<file path="src/rtl/nm_pkg.sv">
// nm_pkg: shared constants and types for the new-move line scanner.
//   - Board geometry and field widths.
//   - Cell colour codes, direction codes, command mode codes.
//   - Scanner FSM state encoding.
//   - Helpers: board address from (x, y); own/opponent colour for a player.
package nm_pkg;

    localparam int unsigned BOARD_DIM = 8;
    localparam int unsigned COORD_W   = 3;
    localparam int unsigned ADDR_W    = 6;
    localparam int unsigned CELL_W    = 2;
    localparam int unsigned CNT_W     = 3;
    localparam int unsigned NUM_DIRS  = 4;

    localparam logic [CELL_W-1:0] CELL_EMPTY = 2'b00;
    localparam logic [CELL_W-1:0] CELL_BLACK = 2'b01;
    localparam logic [CELL_W-1:0] CELL_WHITE = 2'b10;

    localparam logic MODE_VALIDATE = 1'b0;
    localparam logic MODE_FLIP     = 1'b1;

    // Direction code doubles as the bit index into the per-direction status vector.
    typedef enum logic [1:0] {
        DIR_U = 2'd0,
        DIR_D = 2'd1,
        DIR_L = 2'd2,
        DIR_R = 2'd3
    } dir_e;

    typedef enum logic [2:0] {
        StIdle = 3'd0,
        StStep = 3'd1,
        StRd   = 3'd2,
        StEval = 3'd3,
        StWr   = 3'd4,
        StDone = 3'd5
    } scan_state_e;

    function automatic logic [ADDR_W-1:0] coord_addr(input logic [COORD_W-1:0] x,
                                                     input logic [COORD_W-1:0] y);
        return ADDR_W'(y) * ADDR_W'(BOARD_DIM) + ADDR_W'(x);
    endfunction

    function automatic logic [CELL_W-1:0] own_cell(input logic player);
        return player ? CELL_WHITE : CELL_BLACK;
    endfunction

    function automatic logic [CELL_W-1:0] opp_cell(input logic player);
        return player ? CELL_BLACK : CELL_WHITE;
    endfunction

endpackage

</file>
<file path="src/rtl/nm_coord_step.sv">
// nm_coord_step: combinational one-square step on the board.
// Ports:
//   x, y       in   current coordinate
//   dir        in   step direction (U: y-1, D: y+1, L: x-1, R: x+1)
//   next_x/y   out  stepped coordinate (equals the input when off_board is set)
//   off_board  out  the step would leave the board
module nm_coord_step
    import nm_pkg::*;
(
    input  logic [COORD_W-1:0] x,
    input  logic [COORD_W-1:0] y,
    input  dir_e               dir,
    output logic [COORD_W-1:0] next_x,
    output logic [COORD_W-1:0] next_y,
    output logic               off_board
);

    localparam logic [COORD_W-1:0] EDGE_MAX = COORD_W'(BOARD_DIM - 1);
    localparam logic [COORD_W-1:0] ONE      = COORD_W'(1);

    always_comb begin
        next_x    = x;
        next_y    = y;
        off_board = 1'b0;
        unique case (dir)
            DIR_U: begin
                if (y == '0) off_board = 1'b1;
                else         next_y    = y - ONE;
            end
            DIR_D: begin
                if (y == EDGE_MAX) off_board = 1'b1;
                else               next_y    = y + ONE;
            end
            DIR_L: begin
                if (x == '0) off_board = 1'b1;
                else         next_x    = x - ONE;
            end
            DIR_R: begin
                if (x == EDGE_MAX) off_board = 1'b1;
                else               next_x    = x + ONE;
            end
            default: off_board = 1'b1;
        endcase
    end

endmodule

</file>
<file path="src/rtl/nm_line_scanner.sv">
// nm_line_scanner: walks board memory from a move origin in one direction per command.
//   VALIDATE: checks for a run of >=1 opponent discs closed by an own disc and records the
//             result in dir_status_o[dir].
//   FLIP:     rewrites each opponent disc on a previously validated line with the own colour.
// Ports:
//   clk, rst_n                 clock, asynchronous active-low reset
//   start_i, mode_i, dir_i     command pulse, mode (0 validate / 1 flip), direction
//   origin_x_i, origin_y_i     move origin
//   player_i                   0 black, 1 white
//   clear_i                    synchronous clear of dir_status_o
//   mem_addr_o, mem_rd_o       board read (data on mem_rdata_i one cycle later)
//   mem_rdata_i                board read data
//   mem_wr_o, mem_wdata_o      board write of the own colour
//   busy_o, s_done_o           command in progress / one-cycle completion pulse
//   dir_valid_o, dir_status_o  status bit of the latched direction / all directions
//   mv_valid_o                 any direction captures
module nm_line_scanner
    import nm_pkg::*;
(
    input  logic                clk,
    input  logic                rst_n,
    input  logic                start_i,
    input  logic                mode_i,
    input  logic [1:0]          dir_i,
    input  logic [COORD_W-1:0]  origin_x_i,
    input  logic [COORD_W-1:0]  origin_y_i,
    input  logic                player_i,
    input  logic                clear_i,
    output logic [ADDR_W-1:0]   mem_addr_o,
    output logic                mem_rd_o,
    input  logic [CELL_W-1:0]   mem_rdata_i,
    output logic                mem_wr_o,
    output logic [CELL_W-1:0]   mem_wdata_o,
    output logic                busy_o,
    output logic                s_done_o,
    output logic                dir_valid_o,
    output logic [NUM_DIRS-1:0] dir_status_o,
    output logic                mv_valid_o
);

    localparam logic [CNT_W-1:0] CNT_MAX = CNT_W'(BOARD_DIM - 2);

    scan_state_e state_q, state_d;

    // Command context, latched at start acceptance.
    logic               mode_q;
    dir_e               dir_q;
    logic               player_q;
    logic [COORD_W-1:0] x_q;
    logic [COORD_W-1:0] y_q;

    logic [CNT_W-1:0]    cnt_q;
    logic                valid_q;
    logic [NUM_DIRS-1:0] status_q, status_d;

    logic [COORD_W-1:0] step_x;
    logic [COORD_W-1:0] step_y;
    logic               step_off;

    logic               start_acc;
    logic               flip_skip;
    logic               rd_is_own;
    logic               rd_is_opp;

    nm_coord_step u_coord_step (
        .x         (x_q),
        .y         (y_q),
        .dir       (dir_q),
        .next_x    (step_x),
        .next_y    (step_y),
        .off_board (step_off)
    );

    assign start_acc = (state_q == StIdle) && start_i;
    // A flip on a direction that never validated has nothing to do.
    assign flip_skip = (mode_i == MODE_FLIP) && !status_q[dir_i];
    assign rd_is_own = (mem_rdata_i == own_cell(player_q));
    assign rd_is_opp = (mem_rdata_i == opp_cell(player_q));

    // ---------------------------------------------------------------- state register
    always_ff @(posedge clk or negedge rst_n) begin
        if (!rst_n) begin
            state_q <= StIdle;
        end else begin
            state_q <= state_d;
        end
    end

    // ---------------------------------------------------------------- next state
    always_comb begin
        state_d = state_q;
        unique case (state_q)
            StIdle: begin
                if (start_i) state_d = flip_skip ? StDone : StStep;
            end
            StStep: state_d = step_off ? StDone : StRd;
            StRd:   state_d = StEval;
            StEval: begin
                if (rd_is_opp) state_d = (mode_q == MODE_FLIP) ? StWr : StStep;
                else           state_d = StDone;
            end
            StWr:   state_d = StStep;
            StDone: state_d = StIdle;
            default: state_d = StIdle;
        endcase
    end

    // ---------------------------------------------------------------- outputs
    always_comb begin
        mem_rd_o    = 1'b0;
        mem_wr_o    = 1'b0;
        mem_wdata_o = CELL_EMPTY;
        busy_o      = 1'b1;
        s_done_o    = 1'b0;
        unique case (state_q)
            StIdle: busy_o   = 1'b0;
            StRd:   mem_rd_o = 1'b1;
            StWr: begin
                mem_wr_o    = 1'b1;
                mem_wdata_o = own_cell(player_q);
            end
            StDone: s_done_o = 1'b1;
            default: ;
        endcase
    end

    assign mem_addr_o   = coord_addr(x_q, y_q);
    assign dir_status_o = status_q;
    assign dir_valid_o  = status_q[dir_q];
    assign mv_valid_o   = |status_q;

    // Clear first, then the completing VALIDATE writes its own bit on top.
    always_comb begin
        status_d = clear_i ? '0 : status_q;
        if ((state_q == StDone) && (mode_q == MODE_VALIDATE)) begin
            status_d[dir_q] = valid_q;
        end
    end

    // ---------------------------------------------------------------- datapath
    always_ff @(posedge clk or negedge rst_n) begin
        if (!rst_n) begin
            mode_q   <= MODE_VALIDATE;
            dir_q    <= DIR_U;
            player_q <= 1'b0;
            x_q      <= '0;
            y_q      <= '0;
            cnt_q    <= '0;
            valid_q  <= 1'b0;
            status_q <= '0;
        end else begin
            status_q <= status_d;
            if (start_acc) begin
                mode_q   <= mode_i;
                dir_q    <= dir_e'(dir_i);
                player_q <= player_i;
                x_q      <= origin_x_i;
                y_q      <= origin_y_i;
                cnt_q    <= '0;
                valid_q  <= 1'b0;
            end
            if ((state_q == StStep) && !step_off) begin
                x_q <= step_x;
                y_q <= step_y;
            end
            if ((state_q == StEval) && (mode_q == MODE_VALIDATE)) begin
                if (rd_is_opp) begin
                    cnt_q <= (cnt_q == CNT_MAX) ? cnt_q : cnt_q + CNT_W'(1);
                end else if (rd_is_own) begin
                    valid_q <= (cnt_q != '0);
                end
            end
        end
    end

endmodule

</file>
<file path="config.mk">
export PLATFORM = sky130hd
export DESIGN_NAME = nm_line_scanner
export DESIGN_NICKNAME = d
export VERILOG_FILES = /design/src/rtl/nm_pkg.sv /design/src/rtl/nm_coord_step.sv /design/src/rtl/nm_line_scanner.sv
export SDC_FILE = /design/constraint.sdc
export NUM_CORES = 1
export LEC_CHECK = 0
export CAP_MARGIN = 30
export CORE_ASPECT_RATIO = 1.1
export CORE_MARGIN = 4
export CORE_UTILIZATION = 50
export CTS_CLUSTER_SIZE = 16
export DETAILED_ROUTE_END_ITERATION = 16
export PLACE_DENSITY = 0.86
export SYNTH_ARGS = -nofsm -noshare
export SYNTH_HDL_FRONTEND = slang
export SYNTH_SLANG_ARGS = --single-unit
</file>
<file path="constraint.sdc">
create_clock -name clk -period 3.07 [get_ports clk]
set_clock_uncertainty 0.1 [all_clocks]
set_input_delay 0.921 -clock clk [delete_from_list [all_inputs] [get_ports clk]]
set_output_delay 0.921 -clock clk [all_outputs]
set_load 0.01 [all_outputs]
</file>
### Word level (Yosys, flattened, before mapping)

Index checks and enable logic that the tools add are counted.

| word-level totals | value |
|---|---|
| register bits | 21 |
| bits of input ports | 16 |
| output and inout port bits | 18 |
| logic and storage cells | 102 |

| cells by class | value |
|---|---|
| mux-type cells | 45 |
| equality and inequality tests | 21 |
| reduce and logical (&&, ||, !) cells | 17 |
| bitwise operators | 1 |
| order comparisons | 3 |
| add/subtract/negate cells | 6 |

Operator list:

| cell | count |
|---|---|
| 3-bit 2-to-1 mux | 17 |
| 3-bit == test (second input constant) | 5 |
| 1-bit 2-to-1 mux | 15 |
| 3-bit inequality test (second input constant) | 5 |
| 3-bit case mux with 5 select lines | 1 |
| 3-bit case mux with 2 select lines | 2 |
| 3-bit by 1-bit adder with 3-bit output (second input constant) | 3 |
| 3-bit logical NOT | 3 |
| 4-bit 2-to-1 mux | 2 |
| 4-bit AND reduction | 2 |
| 6-bit by 3-bit adder with 6-bit output | 1 |
| 3-bit by 2-bit == test with 1-bit output (second input constant) | 2 |
| 1-bit logical AND | 6 |
| 2-bit by 3-bit less-than comparator with 1-bit output (second input constant) | 2 |
| 2-bit 2-to-1 mux | 3 |
| 3-bit by 1-bit inequality test with 1-bit output (second input constant) | 2 |
| 3-bit by 1-bit subtractor with 3-bit output (second input constant) | 2 |
| 1-bit binary-select mux with 2-bit select | 2 |
| 4-bit bitwise mux | 1 |
| 2-bit == test | 2 |
| 2-bit == test (second input constant) | 2 |
| 1-bit case mux with 4 select lines | 1 |
| 4-bit OR reduction | 1 |
| 3-bit by 1-bit == test with 1-bit output (second input constant) | 1 |
| 9 further kinds | 10 |

### Logic depth before layout (Yosys ltp)

| logic depth | value |
|---|---|
| depth in word-level cells | 7 |
| mapped depth | 7 |
| gate-level depth less buffers | 6 |

### Cells and area by module

From an unflattened synthesis, not the netlist that was laid out.

| unflattened totals | value |
|---|---|
| cells, all modules | 151 |
| area, all modules | 1579.0 µm² |

Modules (own cells, without submodules):

| module | cells each | times used | seq. area each (µm²) | area each (µm²) |
|---|---|---|---|---|
| nm_line_scanner | 110 | 1 | 525.5 | 1252.5 |
| nm_coord_step | 41 | 1 | 0.0 | 326.6 |

### Least setup slack after synthesis

No wires, ideal clock.

| path | value |
|---|---|
| path kind | flip-flop to output port |
| from | register state_q[1] |
| to | output port mem_wdata_o[0] |
| setup slack | 0.959 ns |
| cell stages (with the launch flop) | 5 |
| data required time | 2.049 ns |
| arrival time | 1.090 ns |
| buffers on the path | 1 |
| cells stage by stage | dfrtp_1 -> buf_4 -> nor2_2 -> and2_1 -> nor2b_1 |

| between the ends | value |
|---|---|
| word-level cells in the longest chain between the ends | 2 |

Ends and longest elaborated chain:

| item | line | source |
|---|---|---|
| from (decl) | nm_line_scanner.sv:43 | `scan_state_e state_q, state_d;` |
| from (signal assigned) | nm_line_scanner.sv:83 | `state_q <= StIdle;` |
| from (signal assigned) | nm_line_scanner.sv:85 | `state_q <= state_d;` |
| 3-bit == test | nm_line_scanner.sv:115 | `unique case (state_q)` |
| 2-bit 2-to-1 mux | nm_line_scanner.sv:115 |  |
| to (decl) | nm_line_scanner.sv:33 | `output logic [CELL_W-1:0] mem_wdata_o,` |

No other way between the ends.

### Worst setup path in the final report

Same ends and word-level chain as after synthesis.

==> results.md <==
- The netlist area before placement is around 1400 µm².
- The iteration count of the initial detailed-routing pass is 4.
- The relative slew slack is 71.5%.
- The global-route usage over all layers is 17.4%.
- The detailed router finished its first iteration with 26 violations.
- The most frequently used flop master after synthesis is sky130_fd_sc_hd__dfrtp_1.
- Power spread over the standard cell area amounts to between 800 and 900 nW/µm².
- The post-CTS setup buffer count is 0.
- The xor and xnor fraction of the mapped netlist area is 1.94%.
- Port buffering added 33 buffers.
- For this run, asynchronously set or reset flops after synthesis account for 100%.
- The maximum achievable frequency is around 0.34 GHz.
- The final layout contains a little under 200 nets.
- The clock slew seen by the registers of the worst setup and hold paths is 130 ps.
- The path type of the worst setup path is reg -> out.
- The biggest area consumer among synthesized cells is sky130_fd_sc_hd__dfrtp_1.
- The net count of the mapped netlist is between 150 and 200.
- The count of buffering cells on the critical path with inverters included is 1.
- The worst path in the final design needs a cycle of approximately 3000 ps, including I/O delays and setup.
- The share of the clock period used by the worst path is a little over nine tenths.
- Data arrives at the worst endpoint at roughly 1900 ps.
- The floorplan has 19 rows.
- The count of nets left with antenna violations once routing finished came out at 0.
- The area growth from synthesis to final layout is 26.5%.
- The kind of capture point of the worst setup path is an output pin.
- By area, the combinational part of the netlist is dominated by simple AND/OR/NAND/NOR gates.
- The setup check on the worst reg-to-reg path leaves a slack of 1090 ps.
- Setup repair after global routing left no endpoint under its margin.
- The share of post-route cells with drive strength above 1 is between 10% and 20%.
- The area fraction in and, or, nand and nor cells after synthesis is between 20 and 30%.
- The reported leakage power is between 0.7 and 0.8 nW.
- The final count of hold timing violations came to 0.
- Counting cells, the worst reg-to-reg path comes to 6.
- The most critical setup path has its startpoint at state_q[1]$_DFFE_PN0P_.
- The count of state elements after synthesis is 21.
- At the pin with the least slew margin, the transition time is about 430 ps.
- The x dimension of the die is approximately 58 µm.
- The count of flip-flops with a built-in enable after synthesis is 0.
- Setup violations remaining at the end of the flow were counted as 0.
- The highest ir drop seen on vdd is approximately 0.50 mV.
- The via count is 1168.
- Detailed placement finished with a half-perimeter wire length of between 2000 and 2500 µm.
- For this configuration, the core starts out at a cell density of 53.1%.
- In this run, post-CTS repair resized a total of 0 instances.
- STA classifies the critical path startpoint as a flop.
- The instance count along the most critical hold path is 1.
- The number of cells produced by synthesis is 140.
- The total wire length is roughly 3000 µm.
- The maximum count of clock buffers along a single path is 2.
- The critical-path maximum fanout is 10.
- Yosys attributes the largest share of cell area to sky130_fd_sc_hd__dfrtp_1 39%, sky130_fd_sc_hd__nand2_1 5.8%, sky130_fd_sc_hd__o21ai_0 3.7%.
- The total of max-cap violations is 0.
- Dividing the detail-routed wire length by the instance count gives about 15 µm.
- The tightest hold margin is between 400 and 500 ps.
- The mean instance size in the synthesized netlist is between 9 and 10 µm².
- The worst register-to-register path begins at dir_q[1]$_DFFE_PN0P_.
- For this run, the slowest stage of the critical path takes about 540 ps.
- The pin count of the biggest net entering global routing is 22.
- The slowest stage of the critical path is the sky130_fd_sc_hd__clkdlybuf4s50_1 cell.
- The worst hold path begins at cnt_q[2]$_DFFE_PN0P_.
- Summing the sequential cell areas from Yosys gives about two fifths of the chip area.
- The final global-route overflow total is 0.
- The largest delay contributor family on the critical path is simple AND/OR/NAND/NOR gates.
- The final routed DRC violation total is 0.
- CTS saw 21 sinks.
- The number of primary I/O pins is 34.
- Buffers inserted to repair hold after CTS numbered 0.
- The run finished with clean final reports.
- The number of slew-limit violations in the final report came to 0.
- At the later pin of the worst-skew pair, clock insertion delay measures slightly above 300 ps.
- The clock buffer count from CTS is 3.
- The complex-gate fraction of the synthesized area is between 10% and 20%.
- The path with the worst hold slack has its endpoint at cnt_q[2]$_DFFE_PN0P_.
- After synthesis, the share of cell area in mux cells is ~5.6%.
- The CTS tree is done.
- The die covers roughly 3600 µm².
- The total negative setup slack is 0 ps.
- The worst hold path belongs to the class reg -> reg.
- The tree is rooted in a sky130_fd_sc_hd__clkbuf_4.
- 0 antenna diodes ended up in the layout.
- The required time reported for the critical path endpoint is ~2100 ps.
- The endpoint identified for the worst register-to-register timing path is y_q[2]$_DFFE_PN0P_.
- The Yosys step of the flow raised 0 warnings.
- Routability-driven placement finished with a final weighted congestion of just under 0.9.
- In this run the standard cell core region covers about 2500 µm².
- The die is around 63 µm tall.
- The adder and majority cell fraction of the synthesized area is under 10%.
- Counting distinct cell types in the post-synthesis netlist gives 47.
- The number of antenna violations at the first check in global routing is 0.
- The number of global-route vias before repair is 1159.
- The cell depth of the worst setup path is 4.
- CTS built an H-tree with a depth of 1.
- The first global-routing pass estimated around 4900 µm of wire.
- Traced cell by cell, the critical path runs through nor2_2, and2_1, nor2b_1, clkdlybuf4s50_1.
- The area share of the largest cell type after synthesis is a little under 40%.
- The via density per instance is between 5 and 6.
## cells by family (layout without fill, tap and decap cells)
group,after synthesis,in the layout
compound gates,28,28
xor+xnor,3,3
fa+ha+maj,5,5
buf+inv,11,44
flops,21,21
mux,5,5
simple gates,67,67
## flip-flops by register name, summed over array words and instances (netlist names)
register,flops
y_q,3
valid_q,1
cnt_q,3
dir_q,2
player_q,1
x_q,3
state_q,3
dir_status_o,4
mode_q,1
## cell type report
class                           count  area, µm²
Inverter                            6       22.5
Sequential cell                    21        526
Clock buffer                        3       22.5
Multi-Input combinational cell    108        757
Tap cell                           31       38.8
Fill cell                         200        835
Timing Repair Buffer               34        338
Clock inverter                      1       5.00
## through the flow
stage | area (µm²) | std cells | total power [W] | setup WS, ps | utilization (%)
after floorplan | 1350 | 140 | 0.00101 | 959 | -
after global placement | 1680 | 200 | 0.00119 | 509 | 66.1
after detailed placement | 1680 | 200 | 0.00123 | 447 | 66.1
after CTS | 1710 | 204 | 0.00137 | 138 | 67.2
after global routing | 1710 | 204 | 0.00148 | 51.2 | 67.2
final | 1710 | 204 | 0.00137 | 138 | 67.2
## layout by cell type, fill, tap and decap left out, drive strengths merged, types with 3 or more instances in the layout
cell type | netlist | final
a21oi | 4 | 4
and3b | 3 | 3
clkbuf | 1 | 3
clkdlybuf4s50 | 0 | 33
dfrtp | 21 | 21
ha | 3 | 3
inv | 6 | 6
mux2i | 3 | 3
nand2 | 22 | 22
nand2b | 6 | 6
nand3 | 3 | 3
nor2 | 11 | 11
nor3b | 4 | 4
o21ai | 11 | 11
o22ai | 3 | 3
or4 | 3 | 3
xnor2 | 3 | 3
## layer usage
layer / track usage (%) / share of wire, %
met3: 3.72 / 4.7
met2: 28.8 / 49
met4: 8.12 / 2.4
met5: 0 / 0
met1: 21.1 / 44
## where the power goes
part           leakage [nW]  switching (W)  total, W  internal (W)
Clock                0.0177      0.0000920  0.000141     0.0000487
Sequential            0.270       0.000164  0.000529      0.000365
Combinational         0.446       0.000334  0.000698      0.000365
## worst max-delay path by stage
stage | slack (ps) | end
6_report | 140 | mem_wdata_o[0]
4_1_cts | 140 | mem_wdata_o[0]
3_3_place_gp | 510 | cnt_q[1]$_DFFE_PN0P_
5_1_grt | 50 | mem_wdata_o[0]
2_1_floorplan | 960 | mem_wdata_o[0]
3_5_place_dp | 450 | cnt_q[1]$_DFFE_PN0P_
## worst register-to-register path: cells and delay by family, from the launching register on
family	cells	cell delay, ps
and+or+nand+nor	3	390
adders and majority gates	1	420
xor gates and xnor gates	1	160
AOI/OAI and AO/OA	1	290
DFF	1	520
## Yosys cell counts, drive strengths merged, types with 2 or more instances
master  count
and3b       3
xnor2       3
nand4       2
mux2i       3
a31oi       2
nor3        2
nor2       11
o22ai       3
a21oi       4
nand2      22
dfrtp      21
o21ai      11
and2        2
nand2b      6
ha          3
nor2b       2
fa          2
inv         6
buf         4
or2         2
a221o       2
nand3       3
or4         3
nor3b       4
mux4        2
No activity file was read; power rests on OpenSTA's default activity.
